[src/rtl/spi_ctrl_single_clk_if.sv]
// ---------------------------------------------------------------------------
// spi_ctrl_single_clk_if
//
// Bundles the signals of the SPI controller, apart from the clock and reset:
// the byte stream interface and the SPI pads.
//
// Modports
//   master : the controller side. It drives tx_ready, rx_*, busy and the
//            csn/sck/mosi pads. It samples tx_* and miso_pad.
//   slave  : the environment side. It supplies transmit bytes and miso_pad,
//            and it observes everything else.
//
// Transmit handshake
//   A byte moves on every sys_clk rising edge where tx_valid && tx_ready are
//   both high. tx_data and tx_last are sampled together on that edge.
//   tx_valid may rise while tx_ready is low, but nothing is queued.
//   rx_valid is a one-cycle pulse with no back-pressure.
// ---------------------------------------------------------------------------
`timescale 1ns/1ps
interface spi_ctrl_single_clk_if #(
    parameter int BYTE_W = 8
);
    logic [BYTE_W-1:0] tx_data;
    logic              tx_valid;
    logic              tx_last;
    logic              tx_ready;
    logic [BYTE_W-1:0] rx_data;
    logic              rx_valid;
    logic              busy;
    logic              csn_pad;
    logic              sck_pad;
    logic              mosi_pad;
    logic              miso_pad;

    modport master (
        input  tx_data, tx_valid, tx_last, miso_pad,
        output tx_ready, rx_data, rx_valid, busy, csn_pad, sck_pad, mosi_pad
    );

    modport slave (
        output tx_data, tx_valid, tx_last, miso_pad,
        input  tx_ready, rx_data, rx_valid, busy, csn_pad, sck_pad, mosi_pad
    );
endinterface

[src/rtl/spi_ctrl_single_clk.sv]
// ---------------------------------------------------------------------------
// spi_ctrl_single_clk
//
// SPI master in mode 0 (CPOL=0, CPHA=0). The whole design runs on sys_clk.
// A divider inside the design generates sck. miso is sampled on the same
// sys_clk edge that raises sck.
//
// Each byte accepted on the valid/ready interface is shifted out, and the
// byte received during that transfer is reported with a one-cycle rx_valid
// pulse. When tx_last is set on a byte, chip select is released after that
// byte. Otherwise chip select stays low and the controller waits in NEXT
// for the following byte.
//
// Ports
//   sys_clk     : system clock; all logic uses its rising edge
//   rst_n       : asynchronous reset, active low
//   bus         : spi_ctrl_single_clk_if.master, which carries the
//                 tx_data/tx_valid/tx_last/tx_ready inputs,
//                 rx_data/rx_valid/busy and the csn/sck/mosi/miso pads
//   dbg_state_o : current FSM state, for debug and checkers
//
// Optional feature
//   SPI_CTRL_LSB_FIRST_EN : when defined, bit 0 is sent first and the first
//                           received bit lands in rx_data[0]. The timing
//                           does not change.
// ---------------------------------------------------------------------------
`timescale 1ns/1ps
module spi_ctrl_single_clk #(
    parameter int BYTE_W   = 8,
    parameter int CLK_DIV  = 6,
    parameter int CS_SETUP = 2,
    parameter int CS_HOLD  = 2
) (
    input  logic                        sys_clk,
    input  logic                        rst_n,
    spi_ctrl_single_clk_if.master       bus,
    output logic [2:0]                  dbg_state_o
);

    localparam int DIV_W  = $clog2(CLK_DIV + 1);
    localparam int SET_W  = $clog2(CS_SETUP + 1);
    localparam int HOLD_W = $clog2(CS_HOLD + 1);
    localparam int BIT_W  = $clog2(BYTE_W + 1);

    typedef enum logic [2:0] {
        ST_IDLE  = 3'd0,
        ST_SETUP = 3'd1,
        ST_SHIFT = 3'd2,
        ST_NEXT  = 3'd3,
        ST_HOLD  = 3'd4
    } state_e;

    // Bit-order helpers. These are the only places that depend on shift
    // direction. first_bit selects the bit that goes on the wire first.
    // shift_tx moves the next bit into that position. shift_rx appends one
    // sampled bit.
`ifdef SPI_CTRL_LSB_FIRST_EN
    function automatic logic first_bit(input logic [BYTE_W-1:0] d);
        return d[0];
    endfunction
    function automatic logic [BYTE_W-1:0] shift_tx(input logic [BYTE_W-1:0] d);
        return {1'b0, d[BYTE_W-1:1]};
    endfunction
    function automatic logic [BYTE_W-1:0] shift_rx(input logic [BYTE_W-1:0] r,
                                                   input logic b);
        return {b, r[BYTE_W-1:1]};
    endfunction
`else
    function automatic logic first_bit(input logic [BYTE_W-1:0] d);
        return d[BYTE_W-1];
    endfunction
    function automatic logic [BYTE_W-1:0] shift_tx(input logic [BYTE_W-1:0] d);
        return {d[BYTE_W-2:0], 1'b0};
    endfunction
    function automatic logic [BYTE_W-1:0] shift_rx(input logic [BYTE_W-1:0] r,
                                                   input logic b);
        return {r[BYTE_W-2:0], b};
    endfunction
`endif

    state_e              state_q, state_d;
    logic [DIV_W-1:0]    div_q, div_d;
    logic [SET_W-1:0]    setup_q, setup_d;
    logic [HOLD_W-1:0]   hold_q, hold_d;
    logic [BIT_W-1:0]    bit_q, bit_d;
    logic [BYTE_W-1:0]   tx_sh_q, tx_sh_d;
    logic [BYTE_W-1:0]   rx_sh_q, rx_sh_d;
    logic [BYTE_W-1:0]   rx_data_q, rx_data_d;
    logic                rx_valid_q, rx_valid_d;
    logic                last_q, last_d;
    logic                csn_q, csn_d;
    logic                sck_q, sck_d;
    logic                mosi_q, mosi_d;

    logic                tx_ready;
    logic                accept;
    logic [BYTE_W-1:0]   tx_shifted;

    assign tx_ready   = (state_q == ST_IDLE) || (state_q == ST_NEXT);
    assign accept     = bus.tx_valid && tx_ready;
    assign tx_shifted = shift_tx(tx_sh_q);

    always_comb begin
        state_d    = state_q;
        div_d      = div_q;
        setup_d    = setup_q;
        hold_d     = hold_q;
        bit_d      = bit_q;
        tx_sh_d    = tx_sh_q;
        rx_sh_d    = rx_sh_q;
        rx_data_d  = rx_data_q;
        rx_valid_d = 1'b0;
        last_d     = last_q;
        csn_d      = csn_q;
        sck_d      = sck_q;
        mosi_d     = mosi_q;

        case (state_q)
            ST_IDLE: begin
                csn_d = 1'b1;
                sck_d = 1'b0;
                if (accept) begin
                    tx_sh_d = bus.tx_data;
                    mosi_d  = first_bit(bus.tx_data);
                    last_d  = bus.tx_last;
                    setup_d = '0;
                    bit_d   = '0;
                    csn_d   = 1'b0;
                    state_d = ST_SETUP;
                end
            end

            ST_SETUP: begin
                if (setup_q == SET_W'(CS_SETUP - 1)) begin
                    div_d   = '0;
                    state_d = ST_SHIFT;
                end else begin
                    setup_d = setup_q + 1'b1;
                end
            end

            ST_SHIFT: begin
                if (div_q == DIV_W'(CLK_DIV - 1)) begin
                    div_d = '0;
                    sck_d = ~sck_q;
                    if (!sck_q) begin
                        // Rising edge: sample miso and count the bit.
                        rx_sh_d = shift_rx(rx_sh_q, bus.miso_pad);
                        bit_d   = bit_q + 1'b1;
                    end else if (bit_q < BIT_W'(BYTE_W)) begin
                        // Falling edge inside the byte: present the next bit.
                        tx_sh_d = tx_shifted;
                        mosi_d  = first_bit(tx_shifted);
                    end else begin
                        // Falling edge after the last bit: the byte is
                        // done. mosi keeps its last value.
                        rx_data_d  = rx_sh_q;
                        rx_valid_d = 1'b1;
                        hold_d     = '0;
                        state_d    = last_q ? ST_HOLD : ST_NEXT;
                    end
                end else begin
                    div_d = div_q + 1'b1;
                end
            end

            ST_NEXT: begin
                // Chip select stays low. There is no setup delay before a
                // back-to-back byte.
                if (accept) begin
                    tx_sh_d = bus.tx_data;
                    mosi_d  = first_bit(bus.tx_data);
                    last_d  = bus.tx_last;
                    bit_d   = '0;
                    div_d   = '0;
                    state_d = ST_SHIFT;
                end
            end

            ST_HOLD: begin
                if (hold_q == HOLD_W'(CS_HOLD - 1)) begin
                    csn_d   = 1'b1;
                    state_d = ST_IDLE;
                end else begin
                    hold_d = hold_q + 1'b1;
                end
            end

            default: begin
                csn_d   = 1'b1;
                sck_d   = 1'b0;
                state_d = ST_IDLE;
            end
        endcase
    end

    always_ff @(posedge sys_clk or negedge rst_n) begin
        if (!rst_n) begin
            state_q    <= ST_IDLE;
            div_q      <= '0;
            setup_q    <= '0;
            hold_q     <= '0;
            bit_q      <= '0;
            tx_sh_q    <= '0;
            rx_sh_q    <= '0;
            rx_data_q  <= '0;
            rx_valid_q <= 1'b0;
            last_q     <= 1'b0;
            csn_q      <= 1'b1;
            sck_q      <= 1'b0;
            mosi_q     <= 1'b0;
        end else begin
            state_q    <= state_d;
            div_q      <= div_d;
            setup_q    <= setup_d;
            hold_q     <= hold_d;
            bit_q      <= bit_d;
            tx_sh_q    <= tx_sh_d;
            rx_sh_q    <= rx_sh_d;
            rx_data_q  <= rx_data_d;
            rx_valid_q <= rx_valid_d;
            last_q     <= last_d;
            csn_q      <= csn_d;
            sck_q      <= sck_d;
            mosi_q     <= mosi_d;
        end
    end

    assign bus.tx_ready = tx_ready;
    assign bus.rx_data  = rx_data_q;
    assign bus.rx_valid = rx_valid_q;
    assign bus.busy     = (state_q != ST_IDLE);
    assign bus.csn_pad  = csn_q;
    assign bus.sck_pad  = sck_q;
    assign bus.mosi_pad = mosi_q;
    assign dbg_state_o  = state_q;

endmodule

[src/flat_wrapper.sv]
// flat-port wrapper written by rule: the top's interface ports become plain ports
module spi_ctrl_single_clk_flat 
#(
    parameter int BYTE_W   = 8,
    parameter int CLK_DIV  = 6,
    parameter int CS_SETUP = 2,
    parameter int CS_HOLD  = 2
)
  (sys_clk, rst_n, dbg_state_o, bus_tx_data, bus_tx_valid, bus_tx_last, bus_miso_pad, bus_tx_ready, bus_rx_data, bus_rx_valid, bus_busy, bus_csn_pad, bus_sck_pad, bus_mosi_pad);
  spi_ctrl_single_clk_if #(.BYTE_W(BYTE_W)) bus_i ();
  input  logic sys_clk;
  input  logic rst_n;
  output logic [2:0] dbg_state_o;
  input wire logic [$bits(bus_i.tx_data)-1:0] bus_tx_data;
  input wire logic [$bits(bus_i.tx_valid)-1:0] bus_tx_valid;
  input wire logic [$bits(bus_i.tx_last)-1:0] bus_tx_last;
  input wire logic [$bits(bus_i.miso_pad)-1:0] bus_miso_pad;
  output wire logic [$bits(bus_i.tx_ready)-1:0] bus_tx_ready;
  output wire logic [$bits(bus_i.rx_data)-1:0] bus_rx_data;
  output wire logic [$bits(bus_i.rx_valid)-1:0] bus_rx_valid;
  output wire logic [$bits(bus_i.busy)-1:0] bus_busy;
  output wire logic [$bits(bus_i.csn_pad)-1:0] bus_csn_pad;
  output wire logic [$bits(bus_i.sck_pad)-1:0] bus_sck_pad;
  output wire logic [$bits(bus_i.mosi_pad)-1:0] bus_mosi_pad;
  assign bus_i.tx_data = bus_tx_data;
  assign bus_i.tx_valid = bus_tx_valid;
  assign bus_i.tx_last = bus_tx_last;
  assign bus_i.miso_pad = bus_miso_pad;
  assign bus_tx_ready = bus_i.tx_ready;
  assign bus_rx_data = bus_i.rx_data;
  assign bus_rx_valid = bus_i.rx_valid;
  assign bus_busy = bus_i.busy;
  assign bus_csn_pad = bus_i.csn_pad;
  assign bus_sck_pad = bus_i.sck_pad;
  assign bus_mosi_pad = bus_i.mosi_pad;
  spi_ctrl_single_clk #(.BYTE_W(BYTE_W), .CLK_DIV(CLK_DIV), .CS_SETUP(CS_SETUP), .CS_HOLD(CS_HOLD)) u_core (.sys_clk(sys_clk), .rst_n(rst_n), .bus(bus_i), .dbg_state_o(dbg_state_o));
endmodule
[config.mk]
export PLATFORM = sky130hd
export DESIGN_NAME = spi_ctrl_single_clk_flat
export DESIGN_NICKNAME = d
export VERILOG_FILES = /design/src/rtl/spi_ctrl_single_clk_if.sv /design/src/rtl/spi_ctrl_single_clk.sv /design/src/flat_wrapper.sv
export SDC_FILE = /design/constraint.sdc
export NUM_CORES = 1
export LEC_CHECK = 0
export ABC_AREA = 1
export CAP_MARGIN = 20
export CORE_ASPECT_RATIO = 0.9
export CORE_MARGIN = 5
export CORE_UTILIZATION = 54
export DETAILED_ROUTE_END_ITERATION = 8
export GPL_ROUTABILITY_DRIVEN = 0
export PLACE_DENSITY = 0.84
export SYNTH_ARGS = -nofsm -noshare
export SYNTH_HDL_FRONTEND = slang
export SYNTH_SLANG_ARGS = --single-unit
[constraint.sdc]
create_clock -name sys_clk -period 1.6 [get_ports sys_clk]
set_input_delay 0.4 -clock sys_clk [delete_from_list [all_inputs] [get_ports sys_clk]]
set_output_delay 0.4 -clock sys_clk [all_outputs]
set_load 0.02 [all_outputs]
==> results of run 1 <==
-- cell type report --
class                           count  share of cell area
Clock buffer                        5              0.0256
Clock inverter                      3             0.00791
Inverter                           27              0.0377
Multi-Input combinational cell    183               0.352
Sequential cell                    42               0.392
Tap cell                           46              0.0214
Timing Repair Buffer               48               0.164
-- critical path: stages, from the launching register on --
cell and delay (ps):
dfrtp_2 440, buf_4 140, nand3_2 80, nand2_2 70
buf_6 130
-- logic make-up (layout without fill, tap and decap cells) --
logic type	after synthesis	in the layout	share of synthesized area
and+or+nand+nor	151	151	0.326
DFF	42	42	0.506
muxes	1	1	0.00481
adders and majority gates	3	3	0.0181
AOI/OAI and AO/OA	26	26	0.0764
buffers and inverters	30	83	0.0602
xor gates and xnor gates	2	2	0.00843
-- worst min-delay path by stage --
stage | from | endpoint | slack [ps] | cells past startpoint
final | rst_n | u_core.bus.rx_data[3]$_DFFE_PN0P_ | 60 | 2
after detailed placement | rst_n | u_core.bus.rx_data[3]$_DFFE_PN0P_ | 400 | 2
after floorplan | rst_n | u_core.bit_q[0]$_DFFE_PN0P_ | 100 | 0
after global routing | rst_n | u_core.rx_sh_q[3]$_DFFE_PN0P_ | 80 | 2
after global placement | rst_n | u_core.bus.rx_data[2]$_DFFE_PN0P_ | 390 | 2
after CTS | rst_n | u_core.bus.rx_data[3]$_DFFE_PN0P_ | 70 | 2
-- layout by cell type (no fill, tap or decap), drive strengths merged --
master | netlist | routed
ha | 3 | 3
dfrtp | 41 | 41
clkdlybuf4s50 | 0 | 11
nor2 | 17 | 17
dfstp | 1 | 1
nand3b | 1 | 1
nand2 | 94 | 94
a31oi | 1 | 1
xnor2 | 2 | 2
mux2i | 1 | 1
clkbuf | 0 | 7
clkinv | 0 | 2
buf | 3 | 22
clkdlybuf4s15 | 0 | 1
clkinvlp | 0 | 1
nand3 | 28 | 28
or2 | 1 | 1
o22ai | 1 | 1
nand4 | 10 | 10
o21ai | 22 | 22
a21oi | 2 | 2
dlygate4sd2 | 0 | 12
inv | 27 | 27
-- power groups by stage --
| stage | registers [mW] | logic [mW] | clock network (mW) |
|---|---|---|---|
| finish | 1.50 | 2.50 | 0.693 |
| global route | 1.54 | 2.83 | 0.744 |
| CTS | 1.50 | 2.35 | 0.703 |
| detailed placement | 1.52 | 2.41 | 0 |
| global placement | 1.51 | 2.34 | 0 |
| floorplan | 1.61 | 1.41 | 0 |
-- layer usage --
layer	routed length (um)	GRT usage
met5	0	0
met4	70	0.0677
met3	199	0.0362
met2	2260	0.334
met1	1950	0.252
-- state kept, by name (all words and copies together) (netlist names) --
| register | flops |
|---|---|
| u_core.bit_q | 4 |
| u_core.bus.csn_pad | 1 |
| u_core.bus.mosi_pad | 1 |
| u_core.bus.rx_data | 8 |
| u_core.bus.rx_valid | 1 |
| u_core.bus.sck_pad | 1 |
| u_core.dbg_state_o | 3 |
| u_core.div_q | 3 |
| u_core.hold_q | 2 |
| u_core.last_q | 1 |
| u_core.rx_sh_q | 8 |
| u_core.setup_q | 2 |
| u_core.tx_sh_q | 7 |
-- through the flow --
step	utilization	setup slack (ps)	instances	hold slack, ps
floorplan	-	7.21	255	104
global placement	0.693	-64.7	346	390
detailed placement	0.693	-86.6	346	401
CTS	0.712	1.25	354	72.3
global route	0.721	-7.88	354	81.6
finish	0.721	39.2	354	63.8
-- what timing repair did --
| action | 4_1_cts | 5_1_grt |
|---|---|---|
| setup buffers | 0 | 0 |
| resized for setup | 24 | 16 |
| endpoints found under the hold margin | 0 | 0 |
| pin swaps | 0 | 1 |
| endpoints found under the setup margin | 17 | 18 |
==> impl_metrics.csv, run 1 <==
group,metric,value,unit
global_route,grt_max_degree,43,
layout,num-nets-final,323,
die,initial_utilization,0.557,
placement,dpl.hpwl,3.27,mm
timing,setup_repair_after_global_routing_missed_its_margin,"true",
global_route,via_count_of_the_first_global_routing_pass,1789,
yosys,yosysWarnings,0,
power_and_ir_drop,power.net_switching,2.09,mW
yosys,ys_seq_area_frac,0.506,
route,dr.first_iter.drc_count,132,
yosys,yosys-top-cells-count,"nand2_1, dfrtp_1, inv_1, nand3_1, o21ai_0",
route,drc,0,
route,drt-vias-per-instance,5.16,
worst_setup_path,critical_path.startpoint_type,"flip-flop",
yosys,ys.flop_type,"dfrtp_1",
yosys,synth.ff_latch_count,42,
yosys,netlist.top_cell.by_area,"dfrtp_1",
placement,io_buffers,29,
timing,slew_headroom,0.800,
worst_setup_path,worst_ep_required_time,1200,ps
yosys,synth_cells,255,
worst_setup_path,reg2reg_setup_slack,90,ps
layout,seq_area,1050,sq um
worst_setup_path,critical_path.reg2reg.endpoint,"u_core.tx_sh_q[4]$_DFFE_PN0P_",
worst_setup_path,setup.worst_path.end,"bus_tx_ready",
route,vias,1825,
clocking,cts_tree,"done",
timing,final_period_minus_worst_setup_slack,1560,ps
status,outcome,"finished, final reports clean",
route,avgRoutedWirePerCell,12.6,um
power_and_ir_drop,pwr_density_cell,1750,nW/um^2
power_and_ir_drop,totalPowerFinal,4.69,mW
layout,multi_input_comb_area,946,sq um
die,floorplan.die.height,68.9,um
worst_setup_path,sort_of_element_at_the_end_of_the_critical_path,"output pin",
layout,antenna_cell_count,0,
power_and_ir_drop,vdd_ir_drop_max,0.000927,V
worst_setup_path,crit_type,"reg -> out",
worst_setup_path,worst-endpoint-arrival,1160,ps
clocking,cts_buffers,5,
worst_setup_path,worst-r2r-cell-count,9,
timing,final-hold-violation-count,0,
layout,filler_cell_count,295,
power_and_ir_drop,internal_power_consumption,2.60,mW
power_and_ir_drop,pwr-share-seq,0.320,
die,boundaryPins,30,
timing,fin_tns_setup,0,ps
yosys,syn_area,2080,sq um
route,dr.pass1.iters,4,
timing,max_clock_freq,641,MHz
timing,min_period_over_period,0.975,
worst_setup_path,timing.rr.start,"u_core.dbg_state_o[0]$_DFFE_PN0P_",
yosys,edff_count_synth,0,
die,core_region_area,3730,sq um
clocking,clockBufferDepth,2,
yosys,post-synth-top-area-fraction,0.493,
timing,clock-skew-final,6.76,ps
route,wl,4.48,mm
layout,synthToLayoutAreaGrowth,29.3,%
yosys,post_synth_main_area_contributors,"dfrtp_1, nand2_1, nand3_1, inv_1, o21ai_0",
clocking,max_h_tree_level,2,
clocking,cts_hold_buf,0,
power_and_ir_drop,netSwitchingFraction,0.446,
global_route,overflow,0,
global_route,antenna_found_initial,0,
power_and_ir_drop,pwr-share-clk,0.148,
route,antenna_violating_nets_post_route,0,
timing,timing_max_transition_violations_final,0,
die,design.die.area,5190,sq um
yosys,synth_nets,271,
placement,placement.cell_area,2580,sq um
power_and_ir_drop,leakage,1.42,nW
worst_setup_path,worstSetupStartpoint,"u_core.dbg_state_o[1]$_DFFE_PN0P_",
worst_setup_path,crit_path_max_fanout,3,
yosys,synth_most_common_cell,"nand2_1",
die,die_width,75.4,um
power_and_ir_drop,power_frac_comb,0.532,
timing,finalSetupViolCount,0,
flow_run,cap_violations,0,
clocking,clock_tree.root_cell,"clkbuf_8",
global_route,wire_length_of_the_first_global_routing_pass,7.78,mm
timing,worst_tran_pin_value,300,ps
die,floorplan.rows,21,
global_route,grt.total_usage,0.197,
clocking,worst_setup_hold_path_clk_slew,90,ps
yosys,syn_area_per_cell,8.15,sq um
layout,postLayoutCellArea,2690,sq um
min_path,class_of_the_worst_hold_path,"in -> async",
yosys,async_reset_ff_frac,1.00,
yosys,synth_cell_type_count,26,
layout,fraction_of_layout_cells_with_a_size_suffix_above_1,0.205,
clocking,clock_sink_count,42,
clocking,later_pin_clock_latency_in_the_skew_report,300,ps
Note: power is estimated with default switching activity, not from simulation.
==> inputs of run 2 (changes only) <==
--- a/config.mk
+++ b/config.mk
@@ -12,6 +12,7 @@
 export CORE_UTILIZATION = 54
 export DETAILED_ROUTE_END_ITERATION = 8
 export GPL_ROUTABILITY_DRIVEN = 0
+export MAX_ROUTING_LAYER = met4
 export PLACE_DENSITY = 0.84
 export SYNTH_ARGS = -nofsm -noshare
 export SYNTH_HDL_FRONTEND = slang
==> run 2 against run 1 <==
  * Design area stayed put
  * Flip-flop and latch count is the same
  * Combinational power barely moved
  * Clock-buffer cell count did not move
==> impl_metrics.csv, run 2 (synthesis results as in run 1) <==
group,metric,value,unit
route,wl,4.46,mm
worst_setup_path,worst_ep_required_time,1200,ps
timing,timing_max_transition_violations_final,0,
layout,seq_area,1050,sq um
flow_run,cap_violations,0,
clocking,cts_tree,"done",
layout,fraction_of_layout_cells_with_a_size_suffix_above_1,0.205,
global_route,grt.total_usage,0.203,
layout,filler_cell_count,295,
timing,finalSetupViolCount,0,
timing,max_clock_freq,641,MHz
clocking,clockBufferDepth,2,
global_route,via_count_of_the_first_global_routing_pass,1787,
clocking,max_h_tree_level,2,
placement,placement.cell_area,2580,sq um
placement,dpl.hpwl,3.27,mm
die,floorplan.rows,21,
worst_setup_path,sort_of_element_at_the_end_of_the_critical_path,"output pin",
layout,multi_input_comb_area,946,sq um
worst_setup_path,critical_path.startpoint_type,"flip-flop",
placement,io_buffers,29,
route,dr.first_iter.drc_count,133,
status,outcome,"finished, final reports clean",
clocking,cts_hold_buf,0,
min_path,class_of_the_worst_hold_path,"in -> async",
die,boundaryPins,30,
timing,slew_headroom,0.799,
timing,setup_repair_after_global_routing_missed_its_margin,"true",
layout,final_cell_mix,"nand2_1, dfrtp_1, inv_1",
route,drc,0,
global_route,overflow,0,
worst_setup_path,worst-endpoint-arrival,1160,ps
timing,fin_worst_hold_slack,65.7,ps
die,core_region_area,3730,sq um
die,die_width,75.4,um
timing,fin_tns_setup,0,ps
timing,worst_tran_pin_value,300,ps
power_and_ir_drop,vdd_ir_drop_max,0.000925,V
worst_setup_path,critical_path.cell_chain,"buf_4, nand3_2, nand2_2, buf_6",
layout,num-nets-final,323,
global_route,wire_length_of_the_first_global_routing_pass,7.80,mm
worst_setup_path,critical-path-top-delay-family,"flip-flops",
clocking,worst_setup_hold_path_clk_slew,80,ps
layout,synthToLayoutAreaGrowth,29.3,%
timing,clock-skew-final,5.49,ps
route,vias,1812,
power_and_ir_drop,totalPowerFinal,4.69,mW
clocking,clock_tree.root_cell,"clkbuf_8",
die,floorplan.die.height,68.9,um
die,design.die.area,5190,sq um
clocking,cts_buffers,5,
layout,layout_commonest_cell,"nand2_1",
power_and_ir_drop,pwr_density_cell,1740,nW/um^2
global_route,grt_max_degree,43,
route,avgRoutedWirePerCell,12.6,um
timing,final_period_minus_worst_setup_slack,1560,ps
clocking,clock_sink_count,42,
worst_setup_path,worstPathBufferInverterCount,2,
timing,final-hold-violation-count,0,
clocking,later_pin_clock_latency_in_the_skew_report,300,ps
global_route,antenna_found_initial,0,
timing,min_period_over_period,0.975,
worst_setup_path,crit_path_max_fanout,3,
worst_setup_path,slowest_stage,"dfrtp_2",
route,dr.pass1.iters,4,
route,antenna_violating_nets_post_route,0,
worst_setup_path,crit_type,"reg -> out",
layout,antenna_cell_count,0,
route,drt-vias-per-instance,5.12,
worst_setup_path,cp_slowest_stage_delay,440,ps
power_and_ir_drop,leakage,1.42,nW
layout,postLayoutCellArea,2690,sq um
die,initial_utilization,0.557,
run 2: cell counts in the layout (fill, tap and decap cells not counted):
Identical to the previous run, type by type.
run 2: what timing repair did:
| item | CTS | global route |
|---|---|---|
| hold endpoints to repair | 0 | 0 |
| gates resized for setup | 24 | 16 |
| gates cloned | 0 | 0 |
| setup endpoints to repair | 17 | 18 |
| setup buffers | 0 | 0 |
| pin swaps | 0 | 1 |
run 2: area by class of cell:
| type | count | share of cell area |
|---|---|---|
| clock buffers | 5 | 0.0256 |
| inverters | 27 | 0.0377 |
| clock inverters | 3 | 0.00791 |
| multi-input cells | 183 | 0.352 |
| well taps | 46 | 0.0214 |
| repair buffers | 48 | 0.164 |
| flip-flops and latches | 42 | 0.392 |
run 2: per-stage QoR:
stage / setup slack (ps) / util / cells
after global routing: -7.88 / 0.721 / 354
after CTS: 1.25 / 0.712 / 354
after global placement: -64.7 / 0.693 / 346
after detailed placement: -86.6 / 0.693 / 346
final: 39.5 / 0.721 / 354
after floorplan: 7.21 / - / 255
run 2: path summary, 6_finish.rpt:
path,start,to,slack [ps],depth (start not counted)
setup / recovery,u_core.dbg_state_o[1]$_DFFE_PN0P_,bus_tx_ready,40,4
hold / removal,rst_n,u_core.bus.rx_data[3]$_DFFE_PN0P_,70,2
setup reg to reg,u_core.dbg_state_o[0]$_DFFE_PN0P_,u_core.tx_sh_q[4]$_DFFE_PN0P_,90,9
hold reg to reg,u_core.tx_sh_q[0]$_DFFE_PN0P_,u_core.tx_sh_q[0]$_DFFE_PN0P_,480,2
max in group asynchronous,rst_n,u_core.bus.csn_pad$_DFFE_PN1P_,1270,2
min in group sys_clk,u_core.tx_sh_q[0]$_DFFE_PN0P_,u_core.tx_sh_q[0]$_DFFE_PN0P_,480,2
run 2: per-layer routing:
metal / routed length (um) / part of all wire / track usage / up-vias
met5: 0 / 0 / - / -
li1: - / - / - / 929
met4: 70 / 0.016 / 0.0677 / 0
met1: 1970 / 0.44 / 0.256 / 845
met2: 2260 / 0.51 / 0.333 / 31
met3: 157 / 0.035 / 0.0348 / 7
run 2: worst reg2reg max path, stage by stage, from the launching register on:
cell	delay (ps)
dfrtp_1	430
buf_4	180
inv_1	80
nand2_2	70
nor2_4	180
nand2_2	110
nand2_4	90
nand3_4	120
nand2_1	90
nand2_1	60
run 2: power breakdown:
group	switching, mW	internal (mW)
Clock	0.382	0.306
Combinational	1.54	0.962
Sequential	0.173	1.33
Total	2.09	2.60
